==> src/rtl/alu_seq_pkg.sv <==
// Shared opcode encodings, FSM states and flag layout for the sequential ALU and its controller.
package alu_seq_pkg;

  localparam logic [3:0] OP_ADD = 4'd0;
  localparam logic [3:0] OP_SUB = 4'd1;
  localparam logic [3:0] OP_ADC = 4'd2;
  localparam logic [3:0] OP_SBC = 4'd3;
  localparam logic [3:0] OP_AND = 4'd4;
  localparam logic [3:0] OP_OR  = 4'd5;
  localparam logic [3:0] OP_XOR = 4'd6;
  localparam logic [3:0] OP_SHL = 4'd7;
  localparam logic [3:0] OP_SHR = 4'd8;
  localparam logic [3:0] OP_MUL = 4'd9;

  typedef enum logic {
    ST_IDLE = 1'b0,
    ST_MUL  = 1'b1
  } state_e;

  typedef struct packed {
    logic carry;
    logic zero;
    logic neg;
    logic ovf;
  } flags_t;

endpackage

==> src/rtl/alu_seq_if.sv <==
// Controller <-> ALU handshake: start/ready issue side, done/result/flags return side.
interface alu_seq_if #(
  parameter int WIDTH = 8
);
  logic             start;
  logic [3:0]       op;
  logic [WIDTH-1:0] a;
  logic [WIDTH-1:0] b;
  logic             ready;
  logic             busy;
  logic             done;
  logic [WIDTH-1:0] result;
  logic [WIDTH-1:0] result_hi;
  logic             carry_f;
  logic             zero_f;
  logic             neg_f;
  logic             ovf_f;

  modport master (
    output start, op, a, b,
    input  ready, busy, done, result, result_hi, carry_f, zero_f, neg_f, ovf_f
  );

  modport slave (
    input  start, op, a, b,
    output ready, busy, done, result, result_hi, carry_f, zero_f, neg_f, ovf_f
  );
endinterface

==> src/rtl/alu_mul_seq.sv <==
// Shift-add unsigned multiplier, one step per edge; prod_nxt is the product after the current step.
// WIDTH steps after load; caller must not load while stepping.
module alu_mul_seq #(
  parameter int WIDTH = 8,
  parameter int CNT_W = 4
) (
  input  logic               clk,
  input  logic               rst,
  input  logic               load,
  input  logic               step,
  input  logic [WIDTH-1:0]   a,
  input  logic [WIDTH-1:0]   b,
  output logic               last,
  output logic [2*WIDTH-1:0] prod_nxt
);

  logic [WIDTH-1:0] mcand_q, mcand_d;
  logic [WIDTH-1:0] hi_q, hi_d;
  logic [WIDTH-1:0] lo_q, lo_d;
  logic [CNT_W-1:0] cnt_q, cnt_d;
  logic [WIDTH:0]   add;
  logic [WIDTH-1:0] hi_step;
  logic [WIDTH-1:0] lo_step;

  // lo holds the unconsumed multiplier bits and fills with product bits from the top.
  always_comb begin
    add     = {1'b0, hi_q} + (lo_q[0] ? {1'b0, mcand_q} : '0);
    hi_step = add[WIDTH:1];
    lo_step = {add[0], lo_q[WIDTH-1:1]};
  end

  always_comb begin
    mcand_d = mcand_q;
    hi_d    = hi_q;
    lo_d    = lo_q;
    cnt_d   = cnt_q;
    if (load) begin
      mcand_d = a;
      hi_d    = '0;
      lo_d    = b;
      cnt_d   = CNT_W'(WIDTH);
    end else if (step) begin
      hi_d  = hi_step;
      lo_d  = lo_step;
      cnt_d = cnt_q - CNT_W'(1);
    end
  end

  always_ff @(posedge clk) begin
    if (rst) begin
      mcand_q <= '0;
      hi_q    <= '0;
      lo_q    <= '0;
      cnt_q   <= '0;
    end else begin
      mcand_q <= mcand_d;
      hi_q    <= hi_d;
      lo_q    <= lo_d;
      cnt_q   <= cnt_d;
    end
  end

  assign last     = (cnt_q == CNT_W'(1));
  assign prod_nxt = {hi_step, lo_step};

endmodule

==> src/rtl/alu_seq.sv <==
// Registered ALU: single-op results one edge after accept, MUL after WIDTH more edges.
// ready drops only while a MUL is in flight; start is ignored then.
module alu_seq
  import alu_seq_pkg::*;
#(
  parameter int WIDTH = 8,
  parameter int CNT_W = 4
) (
  input logic       clk,
  input logic       rst,
  alu_seq_if.slave  bus
);

  state_e             state_q, state_d;
  logic [WIDTH-1:0]   result_q, result_d;
  logic [WIDTH-1:0]   result_hi_q, result_hi_d;
  flags_t             flags_q, flags_d;
  logic               done_q, done_d;

  logic               busy, ready, accept;
  logic               mul_load, mul_step, mul_last;
  logic [2*WIDTH-1:0] prod_nxt;

  logic [WIDTH-1:0]   b_x;
  logic               cin;
  logic [WIDTH:0]     sum;
  logic [WIDTH-1:0]   alu_res;
  logic               alu_c, alu_v;

  alu_mul_seq #(.WIDTH(WIDTH), .CNT_W(CNT_W)) u_mul (
    .clk      (clk),
    .rst      (rst),
    .load     (mul_load),
    .step     (mul_step),
    .a        (bus.a),
    .b        (bus.b),
    .last     (mul_last),
    .prod_nxt (prod_nxt)
  );

  always_ff @(posedge clk) begin
    if (rst) state_q <= ST_IDLE;
    else     state_q <= state_d;
  end

  always_comb begin
    state_d = state_q;
    case (state_q)
      ST_IDLE: if (accept && bus.op == OP_MUL) state_d = ST_MUL;
      ST_MUL:  if (mul_last) state_d = ST_IDLE;
      default: state_d = ST_IDLE;
    endcase
  end

  always_comb begin
    busy     = (state_q == ST_MUL);
    ready    = ~busy;
    accept   = bus.start && ready;
    mul_load = accept && (bus.op == OP_MUL);
    mul_step = busy;
  end

  // ADC/SBC fold the stored carry in; subtraction is a + ~b + cin.
  always_comb begin
    b_x = (bus.op == OP_SUB || bus.op == OP_SBC) ? ~bus.b : bus.b;
    case (bus.op)
      OP_ADD:  cin = 1'b0;
      OP_SUB:  cin = 1'b1;
      default: cin = flags_q.carry;
    endcase
    sum     = {1'b0, bus.a} + {1'b0, b_x} + (WIDTH+1)'(cin);
    alu_res = '0;
    alu_c   = 1'b0;
    alu_v   = 1'b0;
    case (bus.op)
      OP_ADD, OP_SUB, OP_ADC, OP_SBC: begin
        alu_res = sum[WIDTH-1:0];
        alu_c   = sum[WIDTH];
        alu_v   = (bus.a[WIDTH-1] == b_x[WIDTH-1]) && (sum[WIDTH-1] != bus.a[WIDTH-1]);
      end
      OP_AND: alu_res = bus.a & bus.b;
      OP_OR:  alu_res = bus.a | bus.b;
      OP_XOR: alu_res = bus.a ^ bus.b;
      OP_SHL: begin
        alu_res = {bus.a[WIDTH-2:0], 1'b0};
        alu_c   = bus.a[WIDTH-1];
      end
      OP_SHR: begin
        alu_res = {1'b0, bus.a[WIDTH-1:1]};
        alu_c   = bus.a[0];
      end
      default: ;
    endcase
  end

  // Reserved opcodes pulse done but leave result and flags untouched.
  always_comb begin
    result_d    = result_q;
    result_hi_d = result_hi_q;
    flags_d     = flags_q;
    done_d      = 1'b0;
    if (mul_step && mul_last) begin
      result_d    = prod_nxt[WIDTH-1:0];
      result_hi_d = prod_nxt[2*WIDTH-1:WIDTH];
      flags_d     = '{carry: |prod_nxt[2*WIDTH-1:WIDTH], zero: (prod_nxt == '0),
                      neg: prod_nxt[2*WIDTH-1], ovf: 1'b0};
      done_d      = 1'b1;
    end else if (accept && bus.op != OP_MUL) begin
      done_d = 1'b1;
      if (bus.op <= OP_SHR) begin
        result_d    = alu_res;
        result_hi_d = '0;
        flags_d     = '{carry: alu_c, zero: (alu_res == '0), neg: alu_res[WIDTH-1], ovf: alu_v};
      end
    end
  end

  always_ff @(posedge clk) begin
    if (rst) begin
      result_q    <= '0;
      result_hi_q <= '0;
      flags_q     <= '0;
      done_q      <= 1'b0;
    end else begin
      result_q    <= result_d;
      result_hi_q <= result_hi_d;
      flags_q     <= flags_d;
      done_q      <= done_d;
    end
  end

  assign bus.ready     = ready;
  assign bus.busy      = busy;
  assign bus.done      = done_q;
  assign bus.result    = result_q;
  assign bus.result_hi = result_hi_q;
  assign bus.carry_f   = flags_q.carry;
  assign bus.zero_f    = flags_q.zero;
  assign bus.neg_f     = flags_q.neg;
  assign bus.ovf_f     = flags_q.ovf;

endmodule

==> src/flat_wrapper.sv <==
// flat-port wrapper written by rule: the top's interface ports become plain ports
module alu_seq_flat import alu_seq_pkg::*;
#(
  parameter int WIDTH = 8,
  parameter int CNT_W = 4
)
  (clk, rst, bus_start, bus_op, bus_a, bus_b, bus_ready, bus_busy, bus_done, bus_result, bus_result_hi, bus_carry_f, bus_zero_f, bus_neg_f, bus_ovf_f);
  alu_seq_if #(.WIDTH(WIDTH)) bus_i ();
  input logic clk;
  input logic rst;
  input wire logic [$bits(bus_i.start)-1:0] bus_start;
  input wire logic [$bits(bus_i.op)-1:0] bus_op;
  input wire logic [$bits(bus_i.a)-1:0] bus_a;
  input wire logic [$bits(bus_i.b)-1:0] bus_b;
  output wire logic [$bits(bus_i.ready)-1:0] bus_ready;
  output wire logic [$bits(bus_i.busy)-1:0] bus_busy;
  output wire logic [$bits(bus_i.done)-1:0] bus_done;
  output wire logic [$bits(bus_i.result)-1:0] bus_result;
  output wire logic [$bits(bus_i.result_hi)-1:0] bus_result_hi;
  output wire logic [$bits(bus_i.carry_f)-1:0] bus_carry_f;
  output wire logic [$bits(bus_i.zero_f)-1:0] bus_zero_f;
  output wire logic [$bits(bus_i.neg_f)-1:0] bus_neg_f;
  output wire logic [$bits(bus_i.ovf_f)-1:0] bus_ovf_f;
  assign bus_i.start = bus_start;
  assign bus_i.op = bus_op;
  assign bus_i.a = bus_a;
  assign bus_i.b = bus_b;
  assign bus_ready = bus_i.ready;
  assign bus_busy = bus_i.busy;
  assign bus_done = bus_i.done;
  assign bus_result = bus_i.result;
  assign bus_result_hi = bus_i.result_hi;
  assign bus_carry_f = bus_i.carry_f;
  assign bus_zero_f = bus_i.zero_f;
  assign bus_neg_f = bus_i.neg_f;
  assign bus_ovf_f = bus_i.ovf_f;
  alu_seq #(.WIDTH(WIDTH), .CNT_W(CNT_W)) u_core (.clk(clk), .rst(rst), .bus(bus_i));
endmodule
==> config.mk <==
export PLATFORM = sky130hd
export DESIGN_NAME = alu_seq_flat
export DESIGN_NICKNAME = d
export VERILOG_FILES = /design/src/rtl/alu_seq_pkg.sv /design/src/rtl/alu_seq_if.sv /design/src/rtl/alu_mul_seq.sv /design/src/rtl/alu_seq.sv /design/src/flat_wrapper.sv
export SDC_FILE = /design/constraint.sdc
export NUM_CORES = 1
export LEC_CHECK = 0
export CORE_ASPECT_RATIO = 0.6
export CORE_MARGIN = 4
export CORE_UTILIZATION = 45
export CTS_BUF_LIST = sky130_fd_sc_hd__clkbuf_4 sky130_fd_sc_hd__clkbuf_8
export DETAILED_ROUTE_END_ITERATION = 8
export DONT_BUFFER_PORTS = 1
export HOLD_SLACK_MARGIN = 0.1
export PLACE_DENSITY = 0.63
export SETUP_SLACK_MARGIN = 0.5
export SYNTH_ARGS = -nofsm -noshare
export SYNTH_HDL_FRONTEND = slang
export SYNTH_SLANG_ARGS = --single-unit
export TNS_END_PERCENT = 20
==> constraint.sdc <==
create_clock -name clk -period 10.85 [get_ports clk]
set_input_delay 1.085 -clock clk [delete_from_list [all_inputs] [get_ports clk]]
set_output_delay 1.085 -clock clk [all_outputs]
set_load 0.005 [all_outputs]
==> metrics.cfg, run 1 <==
[floorplan]
die-area_mm2=0.00953
start_util=0.479
ioPinCount=46
die_w_um=123
placeableCoreArea_mm2=0.00751
die_height_um=77.2
fp-row-count=24

[place]
dpl.hpwl_mm=8.24
dp_slack_ns=6.50
gp_congestion=0.950
port_buffers=0

[min_path]
whs_endpoint=u_core.u_mul.mcand_q[7]
min_path_cells=2
hp-class=reg2reg
hp-start=u_core.u_mul.mcand_q[7]

[critical_path]
crit_slowest_cell=and2_1
reg2reg_from=u_core.u_mul.lo_q[0]
crit_chain=nor2_1 > and2_1 > xnor2_1 > fa_1 > fa_1 > nand2b_1 > a21oi_1 > and2_1 > o31ai_1 > a221o_1 > nor4_1 > a21o_1
rrSetupSlack_ns=7.68
arrival_ns=4.44
path_delay_family=simple AND/OR/NAND/NOR gates
worstReg2RegEnd=u_core.bus.zero_f
path_max_fanout=15
cp-start-kind=primary input
worstSetupPathType=in2reg
required_ns=11.12
slowest_delay_ns=0.55
reg2reg_depth=11
critical_path_buf_inv_count=0
endpoint_kind=register

[routing]
vias_per_cell=6.11
wl_per_cell_um=19.3
vias=3413
first_pass_iters=5
drc=0
ant_nets=0
routed_wirelength_mm=10.8
drt_iter0_drc=452

[cts]
htree_levels=2
clock_path_buffers=2
cts_resized=0
cts_setup_buffers=0
cts_buffers=5
tritoncts=built
clock-sinks=50
cts.clk_slew.worst_paths_ns=0.09
cts_hold_buf=0
clock_latency_ns=0.32
ctsRootBufferMaster=clkbuf_8

[power]
power_w=0.000426
leakage_nw=1.46
power_per_cell_area_mw_per_mm2=112
max-vdd-ir-drop_v=0.0000474

[grt]
grt_pass1_wl_mm=16.9
antenna_found_initial=0
grt_overflow=0
grt_max_degree=44
grt_usage=0.229
first_global_vias=3079

[logic_synthesis]
synth_warnings=0
synthFlopType=dfxtp_1
syn_nets=528
async_reset_ff_frac=0
synth.distinct_cells=54
netlist_instances=469
synth.ff_latch_count=50
netlist_area_mm2=0.00359
ys_seq_area_frac=0.279
avgSynthCellArea_um2=7.66
synth-edff-count=0

[layout]
syn_to_final_growth_pct=5.50
nNetsFinal=513
drive_gt1_frac=0.0374
multiInputGateArea_mm2=0.00240
insertedDiodeCount=0
regArea_mm2=0.00100
fillCellCount=750

[sta]
hold_violations=0
worst_pin_slew_ns=0.884
setup_viol=0
rsz0062_at_grt=no
fin_tns_setup_ns=0
period_share=0.385
slew_viol_final=0
skew_ns=0.00572
slew-limit-headroom=0.409
post-route-min-period_ns=4.17
fin_ws_ns=6.68
clock.fmax_mhz=240

[flow_run]
cap_viol_max_count=0

[run_status]
status=completed

[state kept, by name (all words and copies together), names as in the netlist]
register / cells
u_core.bus.result: 8
u_core.bus.result_hi: 8
u_core.u_mul.hi_q: 8
u_core.u_mul.lo_q: 8
u_core.u_mul.mcand_q: 8
u_core.u_mul.cnt_q: 4
u_core.bus.busy: 1
u_core.bus.carry_f: 1
u_core.bus.done: 1
u_core.bus.neg_f: 1
u_core.bus.ovf_f: 1
u_core.bus.zero_f: 1
[kinds of logic after synthesis]
kind of cell             after synthesis  share of synthesized area
flip-flops                            50                      0.279
adder cells (fa/ha/maj)               36                      0.132
XOR/XNOR                              16                     0.0390
AND/OR/NAND/NOR                      180                      0.243
buffers and inverters                 51                     0.0533
AO/OA/AOI/OAI                        124                      0.217
multiplexers                          12                     0.0369
[final cells by class]
type,count,share of cell area
sequential,50,0.264
tap,104,0.0343
clock inverter,2,0.0158
timing repair buffer,2,0.00396
clock buffer,6,0.0218
multi-input combinational,368,0.633
inverter,27,0.0267
[report_power, final]
| group | internal [W] | leakage [nW] | switching [W] |
|---|---|---|---|
| sequential | 0.000187 | 0.404 | 0.00000401 |
| combinational | 0.0000288 | 0.980 | 0.0000410 |
| clock | 0.0000983 | 0.0714 | 0.0000665 |
| total | 0.000314 | 1.46 | 0.000111 |
[tightest hold or removal path, cell delays in order (launching register included)]
cell and delay (ns):
dfxtp_1 0.32, nand2_1 0.05, a21oi_1 0.05
[worst max path at each step]
stage                   start           endpoint  slack, ns  depth (start not counted)
floorplan           bus_op[0]  u_core.bus.zero_f       6.50                         14
global placement    bus_op[2]  u_core.bus.zero_f       6.69                         12
detailed placement  bus_op[2]  u_core.bus.zero_f       6.50                         12
CTS                 bus_op[2]  u_core.bus.zero_f       6.84                         12
global route        bus_op[2]  u_core.bus.zero_f       6.70                         12
finish              bus_op[2]  u_core.bus.zero_f       6.68                         12
[cells in the final DEF (no fill, tap or decap), types with 3 or more instances in the layout]
| master | n |
|---|---|
| o32ai_1 | 3 |
| mux2i_1 | 11 |
| clkbuf_8 | 6 |
| a211oi_1 | 6 |
| nor2b_1 | 8 |
| nand2b_1 | 15 |
| a22oi_1 | 19 |
| and2_1 | 10 |
| nand3_1 | 11 |
| fa_1 | 3 |
| o211ai_1 | 3 |
| a21o_1 | 3 |
| ha_1 | 33 |
| inv_1 | 27 |
| a21oi_1 | 48 |
| nor2_1 | 43 |
| a31oi_1 | 7 |
| nor3_1 | 6 |
| nand3b_1 | 4 |
| dfxtp_1 | 50 |
| nor4_1 | 5 |
| nand2_1 | 60 |
| xnor2_1 | 14 |
| o22ai_1 | 5 |
| o21ai_0 | 13 |
[cell usage after synthesis (7+ instances only)]
cell | count | area [µm²]
nand2b_1 | 15 | 93.8
mux2i_1 | 11 | 110
a21oi_1 | 48 | 240
dfxtp_1 | 50 | 1000
xnor2_1 | 14 | 123
ha_1 | 33 | 413
o21ai_0 | 13 | 65.1
a22oi_1 | 19 | 143
nand2_1 | 60 | 225
and2_1 | 10 | 62.6
nand3_1 | 11 | 55.1
nor2b_1 | 8 | 50.1
inv_1 | 27 | 101
clkbuf_1 | 20 | 75.1
nor2_1 | 43 | 161
a31oi_1 | 7 | 43.8
[metal layers]
metal  up-vias  share of wire  track usage
met5         -              0            0
met4         0         0.0079       0.0387
met3        12           0.11       0.0875
met2       144           0.38        0.294
met1      1634           0.50        0.355
li1       1623              -            -
[through the flow]
step / hold slack [ns] / utilization / cell area (µm²) / cells
6_report: 0.452 / 0.505 / 3790 / 559
5_1_grt: 0.472 / 0.505 / 3790 / 559
4_1_cts: 0.452 / 0.505 / 3790 / 559
3_5_place_dp: 0.438 / 0.486 / 3650 / 551
3_3_place_gp: 0.437 / 0.486 / 3650 / 551
2_1_floorplan: 0.432 / - / 3590 / 469
No activity file was read; power rests on OpenSTA's default activity.
==> run 2, diff against run 1 <==
--- a/config.mk
+++ b/config.mk
@@ -12,7 +12,7 @@
 export DETAILED_ROUTE_END_ITERATION = 8
 export DONT_BUFFER_PORTS = 1
 export HOLD_SLACK_MARGIN = 0.1
-export PLACE_DENSITY = 0.63
+export PLACE_DENSITY = 0.65
 export SETUP_SLACK_MARGIN = 0.5
 export SYNTH_ARGS = -nofsm -noshare
 export SYNTH_HDL_FRONTEND = slang
==> constraint.sdc (replaced) <==
create_clock -name clk -period 3.6 [get_ports clk]
set_input_delay 0.36 -clock clk [delete_from_list [all_inputs] [get_ports clk]]
set_output_delay 0.36 -clock clk [all_outputs]
set_load 0.005 [all_outputs]
==> run 2 against run 1 <==
Against the previous run: total power grew to 2.7 times the previous value; critical path depth decreased by 3; core utilization down 0.12 points; clock power grew 110%; sequential share of layout area is 0.16 points higher; first-iteration DRC count shrank 9.1%; hold slack got worse by 0.34 ns; cell area is 0.23% lower; sequential power increased to 3.0 times the previous value; non-clock buffer count increased by 2; critical endpoint unchanged; largest cell class unchanged; highest routed layer unchanged.
==> metrics.cfg, run 2 (synthesis results as in run 1) <==
[place]
gp_congestion=0.917
dp_slack_ns=0.482
dpl.hpwl_mm=8.13
port_buffers=0

[critical_path]
arrival_ns=3.20
worstReg2RegEnd=u_core.bus.zero_f
cp-start-kind=register
reg2reg_from=u_core.u_mul.lo_q[0]
endpoint_kind=register
reg2reg_depth=9
rrSetupSlack_ns=0.66
required_ns=3.86
worstSetupPathType=reg2reg
cp-startpoint=u_core.u_mul.lo_q[0]
path_max_fanout=9

[floorplan]
ioPinCount=46
placeableCoreArea_mm2=0.00751
die_height_um=77.2
start_util=0.479
die-area_mm2=0.00953
die_w_um=123
fp-row-count=24

[sta]
slew_viol_final=0
clock.fmax_mhz=340
post-route-min-period_ns=2.94
fin_ws_ns=0.659
period_share=0.817
fin_tns_setup_ns=0
setup_viol=0
rsz0062_at_grt=no
worst_pin_slew_ns=0.942
hold_slack_ns=0.116
skew_ns=0.00774
hold_violations=0
slew-limit-headroom=0.369

[cts]
cts_setup_buffers=0
clock-sinks=50
tritoncts=built
ctsRootBufferMaster=clkbuf_8
cts.clk_slew.worst_paths_ns=0.09
clock_path_buffers=2
cts_buffers=5
htree_levels=2
clock_latency_ns=0.31

[routing]
wl_per_cell_um=19.2
vias_per_cell=6.09
maxUsedRoutingLayer=met4
wl_met3_mm=1.32
vias=3414
drt_iter0_drc=411
dr_wl_met2_mm=4.06
first_pass_iters=5
ant_nets=0
routed_wirelength_mm=10.8
drc=0
wl_met1_mm=5.33

[power]
power_w=0.00114
max-vdd-ir-drop_v=0.000148
power.internal_w=0.000816
switching_share=0.285
switching_power_w=0.000326
p_clk_frac=0.308
comb_power_share=0.189
sequentialPowerShare=0.503
leakage_nw=1.45
power_per_cell_area_mw_per_mm2=302

[layout]
layout_common_cells=nand2_1 (60), dfxtp_1 (49), a21oi_1 (48)
post-route-util=0.504
drive_gt1_frac=0.0525
syn_to_final_growth_pct=5.26
insertedDiodeCount=0
nNetsFinal=515
mostFrequentLayoutCell=nand2_1

[min_path]
whs_endpoint=u_core.u_mul.cnt_q[3]
min_path_cells=1
hp-start=rst
hp-class=in2reg

[grt]
grt_overflow=0
grt_pass1_wl_mm=16.9
antenna_found_initial=0
grt_max_degree=44
first_global_vias=3162
grt_usage=0.227

[flow_run]
cap_viol_max_count=0

[run_status]
status=completed

==> run 2: cell count changes in the layout (fill, tap and decap cells not counted), sizes merged <==
| cell | delta |
|---|---|
| dlygate4sd3 | +1 |
| buf | +1 |
| clkbuf | +1 |
| clkinv | +1 |
| bufinv | -2 |
==> run 2: metal layers <==
layer  track usage  up-vias
li1              -     1634
met1         0.351     1613
met2         0.302      159
met3        0.0824        8
met4        0.0309        0
met5             0        -
==> run 2: layout make-up <==
| class | instances | area (µm²) |
|---|---|---|
| clock buffer | 7 | 90.1 |
| clock inverter | 1 | 5.00 |
| fill | 755 | 3720 |
| inverter | 27 | 101 |
| multi-input combinational | 368 | 2420 |
| sequential | 50 | 1000 |
| tap | 104 | 130 |
| timing repair buffer | 4 | 32.5 |
==> run 2: power by group through the flow <==
stage / Clock, W / Sequential (W) / Combinational [W]
after CTS: 0.000356 / 0.000575 / 0.000209
after global placement: 0 / 0.000588 / 0.000209
final: 0.000351 / 0.000575 / 0.000216
after floorplan: 0 / 0.000584 / 0.000181
after detailed placement: 0 / 0.000588 / 0.000208
after global routing: 0.000384 / 0.000577 / 0.000239
==> run 2: metrics by stage <==
| stage | area, µm² | instances |
|---|---|---|
| 2_1_floorplan | 3630 | 469 |
| 6_report | 3780 | 561 |
| 5_1_grt | 3780 | 561 |
| 4_1_cts | 3760 | 560 |
| 3_3_place_gp | 3670 | 552 |
| 3_5_place_dp | 3670 | 552 |
==> run 2: what timing repair did <==
action | CTS | global route
resized for setup | 0 | 4
hold buffers | 0 | 1
setup endpoints to repair | 0 | 2
hold endpoints to repair | 0 | 6
==> run 2: worst max-delay path: stages (launching register included) <==
cell      delay (ns)
dfxtp_4         0.38
and2_1          0.17
ha_1            0.37
a2111o_1        0.46
a21oi_2         0.11
a311oi_1        0.09
or4_1           0.56
or4b_1          0.52
o21ai_1         0.15
a21o_1          0.09
==> run 2: how the worst max path moves through the flow <==
stage	slack (ns)	cells after the start	end
2_1_floorplan	0.49	14	u_core.bus.zero_f
3_3_place_gp	0.52	12	u_core.bus.zero_f
3_5_place_dp	0.48	12	u_core.bus.zero_f
4_1_cts	0.51	11	u_core.bus.zero_f
5_1_grt	0.54	11	u_core.bus.carry_f
6_report	0.66	9	u_core.bus.zero_f
==> run 3, diff against run 2 <==
--- a/config.mk
+++ b/config.mk
@@ -12,7 +12,7 @@
 export DETAILED_ROUTE_END_ITERATION = 8
 export DONT_BUFFER_PORTS = 1
 export HOLD_SLACK_MARGIN = 0.1
-export PLACE_DENSITY = 0.65
+export PLACE_DENSITY = 0.63
 export SETUP_SLACK_MARGIN = 0.5
 export SYNTH_ARGS = -nofsm -noshare
 export SYNTH_HDL_FRONTEND = slang
==> constraint.sdc (replaced) <==
create_clock -name clk -period 2.9 [get_ports clk]
set_input_delay 0.29 -clock clk [delete_from_list [all_inputs] [get_ports clk]]
set_output_delay 0.29 -clock clk [all_outputs]
set_load 0.005 [all_outputs]
==> run 3 against run 2 <==
Against the previous run: setup slack worse by 0.60 ns; largest power group unchanged; core utilization increased by 4.8 points; first-iteration DRC count down 11%.
==> metrics.cfg, run 3 (synthesis results as in run 1) <==
[floorplan]
placeableCoreArea_mm2=0.00751
fp-row-count=24
ioPinCount=46
die_w_um=123
die_height_um=77.2
die-area_mm2=0.00953
start_util=0.479

[grt]
grt_max_degree=38
grt_usage=0.237
grt_pass1_wl_mm=17.7
antenna_found_initial=0
first_global_vias=3259
grt_overflow=0

[sta]
slew-limit-headroom=0.302
slew_viol_final=0
setup_viol=0
clock.fmax_mhz=352
worst_pin_slew_ns=1.04
rsz0062_at_grt=yes
skew_ns=0.00930
fin_tns_setup_ns=0
post-route-min-period_ns=2.84
period_share=0.980
hold_violations=0

[min_path]
hp-start=bus_a[7]
min_path_cells=2
hp-class=in2reg
whs_endpoint=u_core.u_mul.mcand_q[7]

[cts]
cts_buffers=5
htree_levels=2
clock-sinks=50
tritoncts=built
clock_latency_ns=0.32
clock_path_buffers=2
cts.clk_slew.worst_paths_ns=0.10
ctsRootBufferMaster=clkbuf_8

[routing]
drt_iter0_drc=365
first_pass_iters=5
wl_per_cell_um=18.9
drc=0
vias=3532
vias_per_cell=6.04
ant_nets=0
routed_wirelength_mm=11.0

[critical_path]
rrSetupSlack_ns=0.06
crit_slowest_cell=or4b_4
worstReg2RegEnd=u_core.bus.zero_f
worstSetupPathType=reg2reg
critical_path_buf_inv_count=2
crit_chain=and2_4 > ha_4 > inv_2 > fa_2 > buf_6 > xnor2_4 > nand2b_4 > or4_4 > or4b_4 > o21ai_2 > a21o_1
slowest_delay_ns=0.57
arrival_ns=3.12
reg2reg_from=u_core.u_mul.lo_q[0]
endpoint_kind=register
cp-start-kind=register
path_delay_family=simple AND/OR/NAND/NOR gates
required_ns=3.17
path_max_fanout=8
reg2reg_depth=11
critical_path_cell_count=11

[layout]
layout.cells.non_filler=585
insertedDiodeCount=0
nNetsFinal=539
post-route-util=0.552
layout_common_cells=nand2_1 (58), dfxtp_1 (48), a21oi_1 (45)
drive_gt1_frac=0.137
mostFrequentLayoutCell=nand2_1
syn_to_final_growth_pct=15.3

[power]
leakage_nw=1.60
switching_share=0.303
power.internal_w=0.00104
comb_power_share=0.215
sequentialPowerShare=0.479
p_clk_frac=0.305
max-vdd-ir-drop_v=0.000337
switching_power_w=0.000451
power_per_cell_area_mw_per_mm2=359

[place]
dpl.hpwl_mm=8.31
port_buffers=0
dp_cells=568
gp_congestion=0.969

[run_status]
status=completed

[flow_run]
cap_viol_max_count=0

[run 3: cell types whose count changed in the layout (fill, tap and decap cells not counted), moves of 3 or more]
cell	before	now
dlygate4sd3_1	1	6
ha_1	33	30
nand2b_4	0	3
nand2b_1	15	12
buf_4	3	20
and2_1	10	7
a21oi_1	48	45
and2_4	0	3
[run 3: worst max-delay path by stage]
stage	start	end	slack, ns
finish	u_core.u_mul.lo_q[0]	u_core.bus.zero_f	0.06
global route	u_core.u_mul.lo_q[0]	u_core.bus.carry_f	-0.04
CTS	u_core.u_mul.lo_q[0]	u_core.bus.zero_f	0.14
detailed placement	bus_op[2]	u_core.bus.zero_f	-0.07
global placement	bus_op[2]	u_core.bus.zero_f	-0.03
floorplan	bus_op[0]	u_core.bus.zero_f	-0.08
[run 3: per-stage QoR]
stage	worst slack [ns]	area (µm²)	power [W]	hold slack (ns)
CTS	0.145	4020	0.00148	0.107
global placement	-0.0280	3820	0.00101	0.364
global route	-0.0351	4140	0.00156	0.107
detailed placement	-0.0727	3820	0.00101	0.364
finish	0.0576	4140	0.00149	0.109
floorplan	-0.0828	3700	0.000964	0.426
[run 3: area by class of cell]
type	count	area, µm²
clock buffer	6	82.6
timing repair buffer	28	241
multi-input combinational	368	2560
inverter	27	101
sequential	50	1010
clock inverter	2	16.3
fill	697	3370
tap	104	130
[run 3: worst register-to-register path, stage by stage, from the launching register on]
cell and delay (ns):
dfxtp_4 0.40, and2_4 0.15, ha_4 0.13, inv_2 0.04, fa_2 0.40, buf_6 0.14
xnor2_4 0.12, nand2b_4 0.13, or4_4 0.51, or4b_4 0.57, o21ai_2 0.12, a21o_1 0.09
[run 3: routing by layer]
layer / vias to the layer above / share of wire / GRT usage
li1: 1683 / - / -
met1: 1656 / 0.50 / 0.376
met2: 184 / 0.36 / 0.291
met3: 9 / 0.13 / 0.0971
met4: 0 / 0.0079 / 0.0376
met5: - / 0 / 0
[run 3: power by group through the flow]
stage	sequential [W]	combinational [W]	clock [W]
finish	0.000713	0.000320	0.000454
global route	0.000716	0.000352	0.000496
CTS	0.000714	0.000303	0.000458
detailed placement	0.000730	0.000282	0
global placement	0.000730	0.000281	0
floorplan	0.000726	0.000239	0
[run 3: repair_timing]
item / 4_1_cts / 5_1_grt
resized for setup: 5 / 23
buffers inserted: 1 / 1
endpoints found under the hold margin: 37 / 0
pin swaps: 0 / 10
setup endpoints to repair: 4 / 7
hold buffers: 7 / 0
